`config.mk`:
```
export PLATFORM = sky130hd
export DESIGN_NAME = coprocessor0_flat
export DESIGN_NICKNAME = d
export VERILOG_FILES = /design/src/rtl/coprocessor0_pkg.sv /design/src/rtl/coprocessor0_if.sv /design/src/rtl/cp0_timer.sv /design/src/rtl/coprocessor0.sv /design/src/flat_wrapper.sv
export SDC_FILE = /design/constraint.sdc
export NUM_CORES = 1
export LEC_CHECK = 0
export CAP_MARGIN = 10
export CELL_PAD_IN_SITES_DETAIL_PLACEMENT = 0
export CELL_PAD_IN_SITES_GLOBAL_PLACEMENT = 1
export CORE_MARGIN = 4
export CORE_UTILIZATION = 29
export DETAILED_ROUTE_END_ITERATION = 6
export HOLD_SLACK_MARGIN = 0.12
export PLACE_DENSITY = 0.78
export SLEW_MARGIN = 20
export SYNTH_ARGS = -nofsm -noshare
export SYNTH_HDL_FRONTEND = slang
export SYNTH_SLANG_ARGS = --single-unit
```
`constraint.sdc`:
```
create_clock -name clk -period 2.2 [get_ports clk]
set_input_delay 0.33 -clock clk [delete_from_list [all_inputs] [get_ports clk]]
set_output_delay 0.33 -clock clk [all_outputs]
set_load 0.005 [all_outputs]
```
`src/rtl/coprocessor0_pkg.sv`:
```
// ============================================================================
//  Module      : coprocessor0_pkg
//  Description : CP0 register map, ExcCodes, PRID and status/cause bit fields.
//  Revision    : 1.0 - initial release
// ============================================================================
`default_nettype none

package coprocessor0_pkg;

   localparam int CP0_REG_BUS = 5;
   localparam int DATA_BUS    = 32;

   localparam logic [CP0_REG_BUS-1:0] C_REG_COUNT   = 5'd9;
   localparam logic [CP0_REG_BUS-1:0] C_REG_COMPARE = 5'd11;
   localparam logic [CP0_REG_BUS-1:0] C_REG_STATUS  = 5'd12;
   localparam logic [CP0_REG_BUS-1:0] C_REG_CAUSE   = 5'd13;
   localparam logic [CP0_REG_BUS-1:0] C_REG_EPC     = 5'd14;
   localparam logic [CP0_REG_BUS-1:0] C_REG_PRID    = 5'd15;

   typedef enum logic [4:0] {
      EXC_INT  = 5'd0,
      EXC_MOD  = 5'd1,
      EXC_TLBL = 5'd2,
      EXC_TLBS = 5'd3,
      EXC_ADEL = 5'd4,
      EXC_ADES = 5'd5,
      EXC_IBE  = 5'd6,
      EXC_DBE  = 5'd7,
      EXC_SYS  = 5'd8,
      EXC_BP   = 5'd9,
      EXC_RI   = 5'd10,
      EXC_CPU  = 5'd11,
      EXC_OV   = 5'd12,
      EXC_TR   = 5'd13
   } exc_code_e;

   localparam int C_STATUS_IE    = 0;
   localparam int C_STATUS_EXL   = 1;
   localparam int C_STATUS_IM_LO = 8;
   localparam int C_STATUS_IM_HI = 15;

   localparam int C_CAUSE_EXC_LO = 2;
   localparam int C_CAUSE_EXC_HI = 6;
   localparam int C_CAUSE_SW_LO  = 8;
   localparam int C_CAUSE_SW_HI  = 9;
   localparam int C_CAUSE_IP_LO  = 10;
   localparam int C_CAUSE_IP_HI  = 15;
   localparam int C_CAUSE_BD     = 31;

   localparam logic [DATA_BUS-1:0] C_PRID_VALUE   = 32'h0000_4220;
   localparam logic [DATA_BUS-1:0] C_STATUS_RESET = 32'h1000_0000;

   // Software-writable masks built from the field positions above.
   localparam logic [DATA_BUS-1:0] C_STATUS_WMASK =
      ((32'h1 << (C_STATUS_IM_HI + 1)) - (32'h1 << C_STATUS_IM_LO))
      | (32'h1 << C_STATUS_EXL) | (32'h1 << C_STATUS_IE);
   localparam logic [DATA_BUS-1:0] C_CAUSE_WMASK =
      (32'h1 << (C_CAUSE_SW_HI + 1)) - (32'h1 << C_CAUSE_SW_LO);

endpackage

`default_nettype wire

```
`src/rtl/coprocessor0_if.sv`:
```
// ============================================================================
//  Module      : coprocessor0_if
//  Description : Pipeline <-> CP0 bus: MTC0/MFC0, exception/ERET commit, state.
//  Revision    : 1.0 - initial release
// ============================================================================
`default_nettype none

interface coprocessor0_if
   import coprocessor0_pkg::*;
#(
   parameter int DATA_WIDTH = DATA_BUS
);

   logic                   we;
   logic [CP0_REG_BUS-1:0] waddr;
   logic [DATA_WIDTH-1:0]  wdata;
   logic [CP0_REG_BUS-1:0] raddr;
   logic [DATA_WIDTH-1:0]  rdata;
   logic [5:0]             int_i;
   logic                   exc_valid;
   logic [4:0]             exc_code;
   logic [DATA_WIDTH-1:0]  exc_pc;
   logic                   exc_in_delay_slot;
   logic                   eret;
   logic [DATA_WIDTH-1:0]  status;
   logic [DATA_WIDTH-1:0]  cause;
   logic [DATA_WIDTH-1:0]  epc;
   logic [DATA_WIDTH-1:0]  count;
   logic [DATA_WIDTH-1:0]  compare;
   logic                   timer_int;

   modport master (
      output we, waddr, wdata, raddr, int_i,
      output exc_valid, exc_code, exc_pc, exc_in_delay_slot, eret,
      input  rdata, status, cause, epc, count, compare, timer_int
   );

   modport slave (
      input  we, waddr, wdata, raddr, int_i,
      input  exc_valid, exc_code, exc_pc, exc_in_delay_slot, eret,
      output rdata, status, cause, epc, count, compare, timer_int
   );

endinterface

`default_nettype wire

```
`src/rtl/cp0_timer.sv`:
```
// ============================================================================
//  Module      : cp0_timer
//  Description : Free-running COUNT, COMPARE and the sticky timer interrupt.
//  Revision    : 1.0 - initial release
// ============================================================================
`default_nettype none

module cp0_timer #(
   parameter int DATA_WIDTH = 32
) (
   input  wire logic                  clk,
   input  wire logic                  rst_n,
   input  wire logic                  count_we,
   input  wire logic                  compare_we,
   input  wire logic [DATA_WIDTH-1:0] wdata,
   output logic      [DATA_WIDTH-1:0] count,
   output logic      [DATA_WIDTH-1:0] compare,
   output logic                       timer_int
);

   logic [DATA_WIDTH-1:0] r_count;
   logic [DATA_WIDTH-1:0] r_compare;
   logic                  r_timer_int;

   always_ff @(posedge clk) begin
      if (!rst_n) begin
         r_count     <= '0;
         r_compare   <= '0;
         r_timer_int <= 1'b0;
      end else begin
         r_count <= count_we ? wdata : r_count + DATA_WIDTH'(1);
         // Writing COMPARE acknowledges the interrupt; a zero COMPARE never fires.
         if (compare_we) begin
            r_compare   <= wdata;
            r_timer_int <= 1'b0;
         end else if ((r_count == r_compare) && (r_compare != '0)) begin
            r_timer_int <= 1'b1;
         end
      end
   end

   assign count     = r_count;
   assign compare   = r_compare;
   assign timer_int = r_timer_int;

endmodule

`default_nettype wire

```
`src/rtl/coprocessor0.sv`:
```
// ============================================================================
//  Module      : coprocessor0
//  Description : MIPS CP0 - STATUS/CAUSE/EPC/PRID, exception entry/ERET, timer.
//  Revision    : 1.0 - initial release
// ============================================================================
`default_nettype none

module coprocessor0
   import coprocessor0_pkg::*;
#(
   parameter int DATA_WIDTH = DATA_BUS
) (
   input  wire logic      clk,
   input  wire logic      rst_n,
   coprocessor0_if.slave  bus
);

   localparam logic [DATA_WIDTH-1:0] C_STATUS_RST = DATA_WIDTH'(C_STATUS_RESET);
   localparam logic [DATA_WIDTH-1:0] C_STATUS_WM  = DATA_WIDTH'(C_STATUS_WMASK);
   localparam logic [DATA_WIDTH-1:0] C_CAUSE_WM   = DATA_WIDTH'(C_CAUSE_WMASK);
   localparam logic [DATA_WIDTH-1:0] C_PRID       = DATA_WIDTH'(C_PRID_VALUE);

   logic [DATA_WIDTH-1:0] r_status;
   logic [DATA_WIDTH-1:0] r_cause;
   logic [DATA_WIDTH-1:0] r_epc;

   logic [DATA_WIDTH-1:0] w_status_sw;
   logic [DATA_WIDTH-1:0] w_cause_sw;
   logic [DATA_WIDTH-1:0] w_status_nxt;
   logic [DATA_WIDTH-1:0] w_cause_nxt;
   logic [DATA_WIDTH-1:0] w_epc_nxt;
   logic [DATA_WIDTH-1:0] w_rdata;
   logic [DATA_WIDTH-1:0] w_count;
   logic [DATA_WIDTH-1:0] w_compare;
   logic                  w_timer_int;
   logic [5:0]            w_cause_ip;
   logic                  w_wr_count;
   logic                  w_wr_compare;
   logic                  w_wr_status;
   logic                  w_wr_cause;
   logic                  w_wr_epc;
   logic                  w_bypass;

   assign w_wr_count   = bus.we && (bus.waddr == C_REG_COUNT);
   assign w_wr_compare = bus.we && (bus.waddr == C_REG_COMPARE);
   assign w_wr_status  = bus.we && (bus.waddr == C_REG_STATUS);
   assign w_wr_cause   = bus.we && (bus.waddr == C_REG_CAUSE);
   assign w_wr_epc     = bus.we && (bus.waddr == C_REG_EPC);
   assign w_bypass     = bus.we && (bus.waddr == bus.raddr);

   assign w_status_sw = (r_status & ~C_STATUS_WM) | (bus.wdata & C_STATUS_WM);
   assign w_cause_sw  = (r_cause  & ~C_CAUSE_WM)  | (bus.wdata & C_CAUSE_WM);
   assign w_cause_ip  = {w_timer_int | bus.int_i[5], bus.int_i[4:0]};

   cp0_timer #(
      .DATA_WIDTH (DATA_WIDTH)
   ) u_timer (
      .clk        (clk),
      .rst_n      (rst_n),
      .count_we   (w_wr_count),
      .compare_we (w_wr_compare),
      .wdata      (bus.wdata),
      .count      (w_count),
      .compare    (w_compare),
      .timer_int  (w_timer_int)
   );

   // Software write forms the base; exception then ERET overlay the fields they own.
   always_comb begin
      w_status_nxt = w_wr_status ? w_status_sw : r_status;
      w_cause_nxt  = w_wr_cause  ? w_cause_sw  : r_cause;
      w_epc_nxt    = w_wr_epc    ? bus.wdata   : r_epc;
      w_cause_nxt[C_CAUSE_IP_HI:C_CAUSE_IP_LO] = w_cause_ip;
      if (bus.exc_valid) begin
         w_cause_nxt[C_CAUSE_EXC_HI:C_CAUSE_EXC_LO] = bus.exc_code;
         w_status_nxt[C_STATUS_EXL]                 = 1'b1;
         if (!r_status[C_STATUS_EXL]) begin
            w_epc_nxt = bus.exc_in_delay_slot ? (bus.exc_pc - DATA_WIDTH'(4))
                                              : bus.exc_pc;
            w_cause_nxt[C_CAUSE_BD] = bus.exc_in_delay_slot;
         end else begin
            // Nested exception: keep the original return context.
            w_epc_nxt               = r_epc;
            w_cause_nxt[C_CAUSE_BD] = r_cause[C_CAUSE_BD];
         end
      end else if (bus.eret) begin
         w_status_nxt[C_STATUS_EXL] = 1'b0;
      end
   end

   always_ff @(posedge clk) begin
      if (!rst_n) begin
         r_status <= C_STATUS_RST;
         r_cause  <= '0;
         r_epc    <= '0;
      end else begin
         r_status <= w_status_nxt;
         r_cause  <= w_cause_nxt;
         r_epc    <= w_epc_nxt;
      end
   end

   always_comb begin
      w_rdata = '0;
      case (bus.raddr)
         C_REG_COUNT:   w_rdata = w_bypass ? bus.wdata   : w_count;
         C_REG_COMPARE: w_rdata = w_bypass ? bus.wdata   : w_compare;
         C_REG_STATUS:  w_rdata = w_bypass ? w_status_sw : r_status;
         C_REG_CAUSE:   w_rdata = w_bypass ? w_cause_sw  : r_cause;
         C_REG_EPC:     w_rdata = w_bypass ? bus.wdata   : r_epc;
         C_REG_PRID:    w_rdata = C_PRID;
         default:       w_rdata = '0;
      endcase
   end

   assign bus.rdata     = w_rdata;
   assign bus.status    = r_status;
   assign bus.cause     = r_cause;
   assign bus.epc       = r_epc;
   assign bus.count     = w_count;
   assign bus.compare   = w_compare;
   assign bus.timer_int = w_timer_int;

endmodule

`default_nettype wire

```
`src/flat_wrapper.sv`:
```
// flat-port wrapper written by rule: the top's interface ports become plain ports
module coprocessor0_flat import coprocessor0_pkg::*;
#(
   parameter int DATA_WIDTH = DATA_BUS
)
  (clk, rst_n, bus_we, bus_waddr, bus_wdata, bus_raddr, bus_int_i, bus_exc_valid, bus_exc_code, bus_exc_pc, bus_exc_in_delay_slot, bus_eret, bus_rdata, bus_status, bus_cause, bus_epc, bus_count, bus_compare, bus_timer_int);
  coprocessor0_if #(.DATA_WIDTH(DATA_WIDTH)) bus_i ();
  input  wire logic clk;
  input  wire logic rst_n;
  input wire logic [$bits(bus_i.we)-1:0] bus_we;
  input wire logic [$bits(bus_i.waddr)-1:0] bus_waddr;
  input wire logic [$bits(bus_i.wdata)-1:0] bus_wdata;
  input wire logic [$bits(bus_i.raddr)-1:0] bus_raddr;
  input wire logic [$bits(bus_i.int_i)-1:0] bus_int_i;
  input wire logic [$bits(bus_i.exc_valid)-1:0] bus_exc_valid;
  input wire logic [$bits(bus_i.exc_code)-1:0] bus_exc_code;
  input wire logic [$bits(bus_i.exc_pc)-1:0] bus_exc_pc;
  input wire logic [$bits(bus_i.exc_in_delay_slot)-1:0] bus_exc_in_delay_slot;
  input wire logic [$bits(bus_i.eret)-1:0] bus_eret;
  output wire logic [$bits(bus_i.rdata)-1:0] bus_rdata;
  output wire logic [$bits(bus_i.status)-1:0] bus_status;
  output wire logic [$bits(bus_i.cause)-1:0] bus_cause;
  output wire logic [$bits(bus_i.epc)-1:0] bus_epc;
  output wire logic [$bits(bus_i.count)-1:0] bus_count;
  output wire logic [$bits(bus_i.compare)-1:0] bus_compare;
  output wire logic [$bits(bus_i.timer_int)-1:0] bus_timer_int;
  assign bus_i.we = bus_we;
  assign bus_i.waddr = bus_waddr;
  assign bus_i.wdata = bus_wdata;
  assign bus_i.raddr = bus_raddr;
  assign bus_i.int_i = bus_int_i;
  assign bus_i.exc_valid = bus_exc_valid;
  assign bus_i.exc_code = bus_exc_code;
  assign bus_i.exc_pc = bus_exc_pc;
  assign bus_i.exc_in_delay_slot = bus_exc_in_delay_slot;
  assign bus_i.eret = bus_eret;
  assign bus_rdata = bus_i.rdata;
  assign bus_status = bus_i.status;
  assign bus_cause = bus_i.cause;
  assign bus_epc = bus_i.epc;
  assign bus_count = bus_i.count;
  assign bus_compare = bus_i.compare;
  assign bus_timer_int = bus_i.timer_int;
  coprocessor0 #(.DATA_WIDTH(DATA_WIDTH)) u_core (.clk(clk), .rst_n(rst_n), .bus(bus_i));
endmodule
```
# == Yosys cells after proc, flatten, opt, wreduce, memory -nomap -nowiden ==
# Index checks and enable logic that the tools add are counted.
# totals
output_inout_bits,193
register_bits,161
in_bits,91
elab_cells,62
# op_classes
reduce_logical,14
eq_ne,14
n_addsub,2
bitwise,4
mux,18
# op_table
op,n
32-bit 2-to-1 mux,11
32-bit case mux with 6 select lines,1
5-bit by 4-bit == test with 1-bit output (second input constant),11
32-bit by 1-bit adder with 32-bit output (second input constant),1
32-bit == test,1
32-bit by 10-bit bitwise OR with 32-bit output,1
32-bit by 16-bit bitwise OR with 32-bit output,1
32-bit nonzero test,1
32-bit by 3-bit subtractor with 32-bit output (second input constant),1
1-bit logical AND,7
5-bit == test,1
5-bit 2-to-1 mux,1
1-bit 2-to-1 mux,4
2-bit AND reduction,2
2-bit nonzero test,2
3-bit nonzero test,1
2-bit 2-to-1 mux,1
2-bit inequality test (second input constant),1
2-bit OR reduction,1
1-bit inverter,1
1-bit bitwise OR,1

# == Depth between registers and ports, before layout ==
# Gate-level depths: netlist of the first run.
# depth
word_depth,5
depth_mapped,9
mapped_depth_nobuf,7

# == By module ==
# Synthesis of the first run repeated with hierarchy kept, for this count alone.
# unflattened
hier_cells,947
area_unflattened_um2,7975.1
# modules_own_cells
mod,cells_per_inst,n_inst,area_each_um2,seq_area_each_um2
coprocessor0,582,1,4618.2,1121.1
cp0_timer,365,1,3357.0,1301.2

# == Worst setup path before layout of the first run ==
# Ideal clock, no wire load.
# synth_timing
path_kind,input to output
start,input port bus_raddr[0]
end,output port bus_rdata[16]
t_arrival_ns,1.846
path_slack_ns,0.024
required_ns,1.870
stages,9
path_buffers,4
cell_sequence,clkbuf_1 > nor4bb_1 > and2_1 > clkbuf_2 > nand2b_1 > and2_0 > buf_2 > buf_2 > o2bb2ai_1
# synth_via
elab_chain_len,4
elab_cells_between_ends,14
# synth_lines
element,line_no,source
"start, declared",flat_wrapper.sv:13,input wire logic [$bits(bus_i.raddr)-1:0] bus_raddr;
5-bit == test,coprocessor0.sv:49,assign w_bypass = bus.we && (bus.waddr == bus.raddr);
1-bit logical AND,coprocessor0.sv:49,
"32-bit 2-to-1 mux, on equally long branches",-,
32-bit case mux with 6 select lines (*),coprocessor0.sv:105,case (bus.raddr)
"end, declared",flat_wrapper.sv:20,output wire logic [$bits(bus_i.rdata)-1:0] bus_rdata;
# Every way passes the cells marked *; elsewhere a longest branch is shown, timed or not.

# == Worst setup path after layout of the first run ==
# layout_timing
start,input port bus_waddr[0]
end,output port bus_rdata[31]
# layout_via
elab_chain_len,4
elab_cells_between_ends,8
# layout_lines
element,line_no,source
"start, declared",flat_wrapper.sv:11,input wire logic [$bits(bus_i.waddr)-1:0] bus_waddr;
5-bit == test (*),coprocessor0.sv:49,
1-bit logical AND (*),coprocessor0.sv:49,
"32-bit 2-to-1 mux, on equally long branches",-,
32-bit case mux with 6 select lines (*),coprocessor0.sv:105,
# Marked as above.

==> results of run 1 <==
-- cell usage in the layout, fill, tap and decap left out, types with 21 or more instances in the layout --
cell type        instances
clkdlybuf4s50_1        200
buf_4                  169
dfxtp_1                121
nor2_1                  98
mux2i_1                 76
a21oi_1                 63
xnor2_1                 61
nand2_1                 54
o21ai_0                 45
conb_1                  40
buf_2                   35
xor2_1                  28
nand4_1                 25
nand3_1                 23
a211oi_1                21
-- metrics by stage --
step | utilization | setup slack (ns) | hold WS, ns | setup TNS [ns] | instance area, sq um
2_1_floorplan | - | 0.0244 | 0.446 | 0 | 7910
3_3_place_gp | 0.440 | -0.973 | 0.467 | -33.77 | 11500
3_5_place_dp | 0.440 | -0.986 | 0.477 | -36.54 | 11500
4_1_cts | 0.474 | -0.0476 | 0.308 | -0.125 | 12400
5_1_grt | 0.472 | -0.114 | 0.331 | -0.647 | 12400
6_report | 0.472 | -0.103 | 0.317 | -0.292 | 12400
-- final cells by class --
type / count / area share
inverter: 5 / 0.00152
multi-input combinational: 751 / 0.406
tap: 335 / 0.0339
sequential: 121 / 0.196
timing repair buffer: 432 / 0.311
clock inverter: 13 / 0.0156
clock buffer: 19 / 0.0366
-- repair_timing --
| item | CTS | global route |
|---|---|---|
| hold buffers | 0 | 0 |
| pin swaps | 19 | 4 |
| cloned | 2 | 0 |
| endpoints found under the setup margin | 32 | 25 |
| resized for setup | 219 | 7 |
| setup buffers | 15 | 0 |
-- where the power goes --
part / total, mW / internal (mW) / switching [mW]
logic: 1.12 / 0.589 / 0.534
registers: 2.36 / 2.27 / 0.0885
clock network: 3.07 / 1.97 / 1.10
total: 6.55 / 4.83 / 1.73
-- cell families (layout without fill, tap and decap cells) --
group	Yosys count	after routing
mux	83	83
fa+ha+maj	2	2
flops	121	121
other cells	2	40
xor+xnor	93	93
compound gates	215	215
simple gates	318	318
buf+inv	120	469
-- how the worst max path moves through the flow --
| stage | start | endpoint | cells past startpoint |
|---|---|---|---|
| after CTS | bus_waddr[0] | bus_rdata[28] | 9 |
| final | bus_waddr[0] | bus_rdata[31] | 10 |
| after detailed placement | bus_raddr[4] | bus_rdata[22] | 8 |
| after floorplan | bus_raddr[0] | bus_rdata[16] | 9 |
| after global placement | bus_raddr[4] | bus_rdata[7] | 8 |
| after global routing | bus_waddr[0] | bus_rdata[28] | 9 |
-- metal layers --
metal  up-vias  share of wire  GRT usage  routed length, microns
met4         0          0.018     0.0620                     653
met5         -              0          0                       0
met3        49          0.086     0.0618                    3080
met1      4148           0.44      0.326                   15700
li1       4119              -          -                       -
met2       401           0.46      0.371                   16600
-- state kept, by name (all words and copies together), names as in the netlist --
register	cells
u_core.u_timer.timer_int	1
u_core.u_timer.count	32
u_core.bus.cause	14
u_core.bus.status	10
u_core.u_timer.compare	32
u_core.bus.epc	32
==> results.yml, run 1 <==
run_status:
  outcome: "finished, violations left"
  violations: "setup timing"
finish:
  final_cells: 1676
  drive_gt1_frac: 0.244
  syn2layout_area_growth_pct: 59.4
  regArea_sq_mm: 0.00242
  fillers: 2532
  antenna_cells: 0
  fin_nets: 1421
  multi_input_area_sq_mm: 0.00503
logic_synthesis:
  ys_top_cells_by_count: "121 x dfxtp_1, 108 x nor2_1, 76 x mux2i_1, 64 x a21oi_1, 61 x xnor2_1"
  synth-compound-area-share: 0.177
  synth_top_family_by_area: "simple AND/OR/NAND/NOR gates"
  yosysMostFrequentCell: "dfxtp_1"
  ys_async_sr_fraction: 0
  synth.avg_cell_area_sq_um: 8.14
  synth_area_leaders: "dfxtp_1 31%, mux2i_1 9.8%, xnor2_1 6.9%"
  synth_warnings: 0
  synthXorXnorAreaFrac: 0.105
  syn_inst: 954
  synthMuxAreaShare: 0.108
  synth_area_sq_mm: 0.00777
  synth-simple-area-share: 0.213
  yosys.area.top_type: "dfxtp_1"
  ys_seq_elements: 121
  synth_ff_type: "dfxtp_1"
  synth_edf_count: 0
  synth-adder-area-share: 0.00322
  yosysUniqueCellTypes: 63
  synth-seq-area-share: 0.312
  synth_top_cell_area_share: 0.312
clock_network:
  cts.clk_slew.worst_paths_ns: 0.06
  worstSkewPairLatency_ns: 0.43
  numCtsBuffers: 17
  cts_root_buf: "clkbuf_16"
  h-tree-depth: 4
  cts_tree: "built"
  clk_path_buf_depth: 2
  numClockSinks: 121
drt:
  firstDrtPassIters: 5
  routed_wl_mm: 36.0
  wire_per_inst_microns: 21.5
  antenna_left: 0
  initialDrtViolationCount: 799
  vias_per_cell: 5.20
  drcViolationCount: 0
  vias: 8717
critical_path:
  ff2ff_setup_slack_ns: 0.26
  required_ns: 1.87
  worst_setup_path_start_kind: "input port"
  crit_type: "in -> out"
  cp_top_family: "simple AND/OR/NAND/NOR gates"
  cp.arrival_ns: 1.97
  worstReg2RegStart: "u_core.u_timer.count[2]$_SDFF_PN0_"
  path_buf_inv: 5
  cp_max_fo: 6
  critPathMostFrequentCell: "buf_6"
  crit_slowest_cell: "nor4_2"
  reg2reg_depth: 5
  slowest_delay_ns: 0.33
  path_cells: "buf_8 > xor2_2 > nor4_2 > and3_4 > buf_12 > buf_6 > buf_6 > nand3_2 > o211ai_1 > buf_2"
  end_kind: "primary output"
  rr_endpoint: "u_core.u_timer.count[31]$_SDFF_PN0_"
floorplanning:
  die_w_microns: 172
  die_area_sq_mm: 0.0295
  core_area_sq_mm: 0.0262
  start_util: 0.296
  rows: 59
  die_y_microns: 172
  io_pins: 284
place:
  io_buffers: 243
  hpwlAfterDp_mm: 28.7
  gp_routability_congestion: 0.967
  dpl.cell_count: 1629
hold_path:
  worst_hold_path.endpoint: "u_core.bus.cause[11]$_SDFF_PN0_"
  hp-class: "in -> reg"
  hp-start: "rst_n"
  min_delay_path_depth: 2
power:
  p_leak_nw: 4.68
  vdd_ir_drop_max_mv: 0.506
  power_density_mw_per_mm2: 529
  power_mw: 6.55
timing:
  setup_viol_count_final: 5
  postLayoutSetupSlackWorst_ns: -0.103
  final_max_slew_viol_count: 0
  hold_viol_final: 0
  fin_skew_ns: 0.0112
  period_needed_ns: 2.30
  fmax_ghz: 0.434
  finalCritPeriodShare: 1.05
  rsz0062_at_grt: "true"
grt:
  track_usage: 0.238
  grt_pass1_wl_mm: 53.2
  grt_max_degree: 63
  grt_overflow_total: 0
  grt_pass1_vias: 8567
  antenna_found_initial: 0
run:
  max_cap_violations: 0
Note: power is estimated with default switching activity, not from simulation.
==> run 2, diff against run 1 <==
--- a/config.mk
+++ b/config.mk
@@ -8,10 +8,11 @@
 export CAP_MARGIN = 10
 export CELL_PAD_IN_SITES_DETAIL_PLACEMENT = 0
 export CELL_PAD_IN_SITES_GLOBAL_PLACEMENT = 1
+export CORE_ASPECT_RATIO = 1.75
 export CORE_MARGIN = 4
 export CORE_UTILIZATION = 29
 export DETAILED_ROUTE_END_ITERATION = 6
-export HOLD_SLACK_MARGIN = 0.12
+export HOLD_SLACK_MARGIN = 0.06
 export PLACE_DENSITY = 0.78
 export SLEW_MARGIN = 20
 export SYNTH_ARGS = -nofsm -noshare
==> run 2 against run 1 <==
  * The run still ends with setup timing left
  * Core utilization increased by 0.52 points
  * Power is 1.8% lower
  * Largest cell class unchanged
  * Flip-flop and latch count unchanged
  * First-iteration DRC count decreased by 8.3%
  * Sequential power is essentially flat
  * Clock-buffer cell count is 1 higher
  * Global-route usage up 1.4 points
  * Sequential share of layout area fell by 0.42 points
  * Maximum frequency fell by 0.55%
  * Combinational power rose by 4%
  * Wire length is 7.1% higher
  * Setup slack got worse by 0.013 ns
==> results.yml, run 2 (synthesis gave the netlist of run 1 again) <==
timing:
  postLayoutSetupSlackWorst_ns: -0.116
  hold_viol_final: 0
  max_slew_margin: 0.660
  fin_skew_ns: 0.00785
  worst_slew_pin_slew_ns: 0.505
  whs_ns: 0.346
  setup_viol_count_final: 20
  finalCritPeriodShare: 1.05
  fmax_ghz: 0.432
  rsz0062_at_grt: "true"
  final_max_slew_viol_count: 0
  period_needed_ns: 2.32
critical_path:
  cp.arrival_ns: 1.99
  worst_setup_path_start_kind: "input port"
  reg2reg_depth: 5
  end_kind: "primary output"
  crit_type: "in -> out"
  cp_max_fo: 7
  worstReg2RegStart: "u_core.u_timer.count[16]$_SDFF_PN0_"
  required_ns: 1.87
  ff2ff_setup_slack_ns: 0.15
  rr_endpoint: "u_core.u_timer.count[31]$_SDFF_PN0_"
floorplanning:
  die_area_sq_mm: 0.0296
  rows: 79
  io_pins: 284
  die_w_microns: 132
  start_util: 0.293
  die_y_microns: 225
  core_area_sq_mm: 0.0265
drt:
  antenna_left: 0
  vias: 8934
  vias_per_cell: 5.31
  drcViolationCount: 0
  firstDrtPassIters: 5
  wire_per_inst_microns: 22.9
  routed_wl_mm: 38.6
  initialDrtViolationCount: 733
finish:
  drive_gt1_frac: 0.260
  antenna_cells: 0
  utilization: 0.478
  fillers: 2627
  final_cells: 1681
  fin_nets: 1437
  stdcell_area_sq_mm: 0.0126
  final_common_cell: "clkdlybuf4s50_1"
  final_cell_mix: "200 x clkdlybuf4s50_1, 176 x buf_4, 121 x dfxtp_1"
  syn2layout_area_growth_pct: 62.9
run_status:
  outcome: "finished, violations left"
  violations: "setup timing"
clock_network:
  numClockSinks: 121
  cts_root_buf: "clkbuf_16"
  cts_tree: "built"
  clk_path_buf_depth: 2
  cts_hold_buffers: 0
  worstSkewPairLatency_ns: 0.44
  cts.clk_slew.worst_paths_ns: 0.06
  numCtsBuffers: 17
  h-tree-depth: 4
power:
  power_density_mw_per_mm2: 509
  power_mw: 6.44
  p_leak_nw: 4.83
  vdd_ir_drop_max_mv: 0.517
hold_path:
  hp-class: "in -> reg"
  min_delay_path_depth: 3
  worst_hold_path.endpoint: "u_core.bus.status[13]$_SDFFE_PN0P_"
  hp-start: "rst_n"
place:
  io_buffers: 243
  dpl.cell_count: 1624
  gp_routability_congestion: 0.953
  placed_area_sq_mm: 0.0116
  hpwlAfterDp_mm: 30.5
run:
  max_cap_violations: 0
grt:
  grt_overflow_total: 0
  antenna_found_initial: 0
  grt_pass1_wl_mm: 56.1
  grt_pass1_vias: 8842
  grt_max_degree: 63
  track_usage: 0.251
==> run 2: final cells by class <==
| class | instances | area [sq um] | area share |
|---|---|---|---|
| Sequential cell | 121 | 2420 | 0.191 |
| Tap cell | 324 | 405 | 0.0320 |
| Multi-Input combinational cell | 751 | 5160 | 0.408 |
| Clock buffer | 20 | 467 | 0.0369 |
| Inverter | 5 | 18.8 | 0.00148 |
| Timing Repair Buffer | 448 | 4030 | 0.319 |
| Clock inverter | 12 | 141 | 0.0112 |
==> run 2: repair_timing <==
| action | 4_1_cts | 5_1_grt |
|---|---|---|
| pin swaps | 28 | 15 |
| endpoints found under the setup margin | 32 | 32 |
| buffers inserted | 21 | 8 |
| resized for setup | 234 | 19 |
| cloned | 3 | 0 |
==> run 2: worst max-delay path, cell delays in order <==
cell and delay [ns]:
buf_6 0.09, buf_6 0.11, xor2_2 0.13, nor4_2 0.25, and3_4 0.26, buf_4 0.12, buf_6 0.10, and2_4 0.17
buf_12 0.15, o2bb2ai_4 0.13, buf_2 0.14
==> run 2: how the worst max path moves through the flow <==
stage                 startpoint            end  slack, ns  cells after the start
floorplan           bus_raddr[0]  bus_rdata[16]       0.02                      9
detailed placement  bus_raddr[0]  bus_rdata[16]      -0.96                      9
finish              bus_raddr[2]  bus_rdata[16]      -0.12                     11
global route        bus_raddr[2]  bus_rdata[28]      -0.14                     11
CTS                 bus_raddr[4]  bus_rdata[29]      -0.11                     11
global placement    bus_raddr[2]  bus_rdata[30]      -0.97                      9
==> run 2: per-stage QoR <==
stage                     setup WS [ns]  setup TNS, ns
after floorplan                  0.0244              0
after global placement           -0.968         -31.61
after detailed placement         -0.961         -32.69
after CTS                        -0.105         -0.964
after global routing             -0.137          -2.04
final                            -0.116          -1.53
==> run 2: where the power goes <==
group          internal [mW]  total [mW]  switching, mW
sequential              2.27        2.37         0.0962
combinational          0.605        1.16          0.552
clock                   1.77        2.91           1.14
==> run 2: layer usage <==
metal | GRT usage | vias up | part of all wire
met1 | 0.282 | 4297 | 0.38
met2 | 0.461 | 388 | 0.52
li1 | - | 4157 | -
met3 | 0.0376 | 92 | 0.050
met5 | 0 | - | 0
met4 | 0.126 | 0 | 0.050
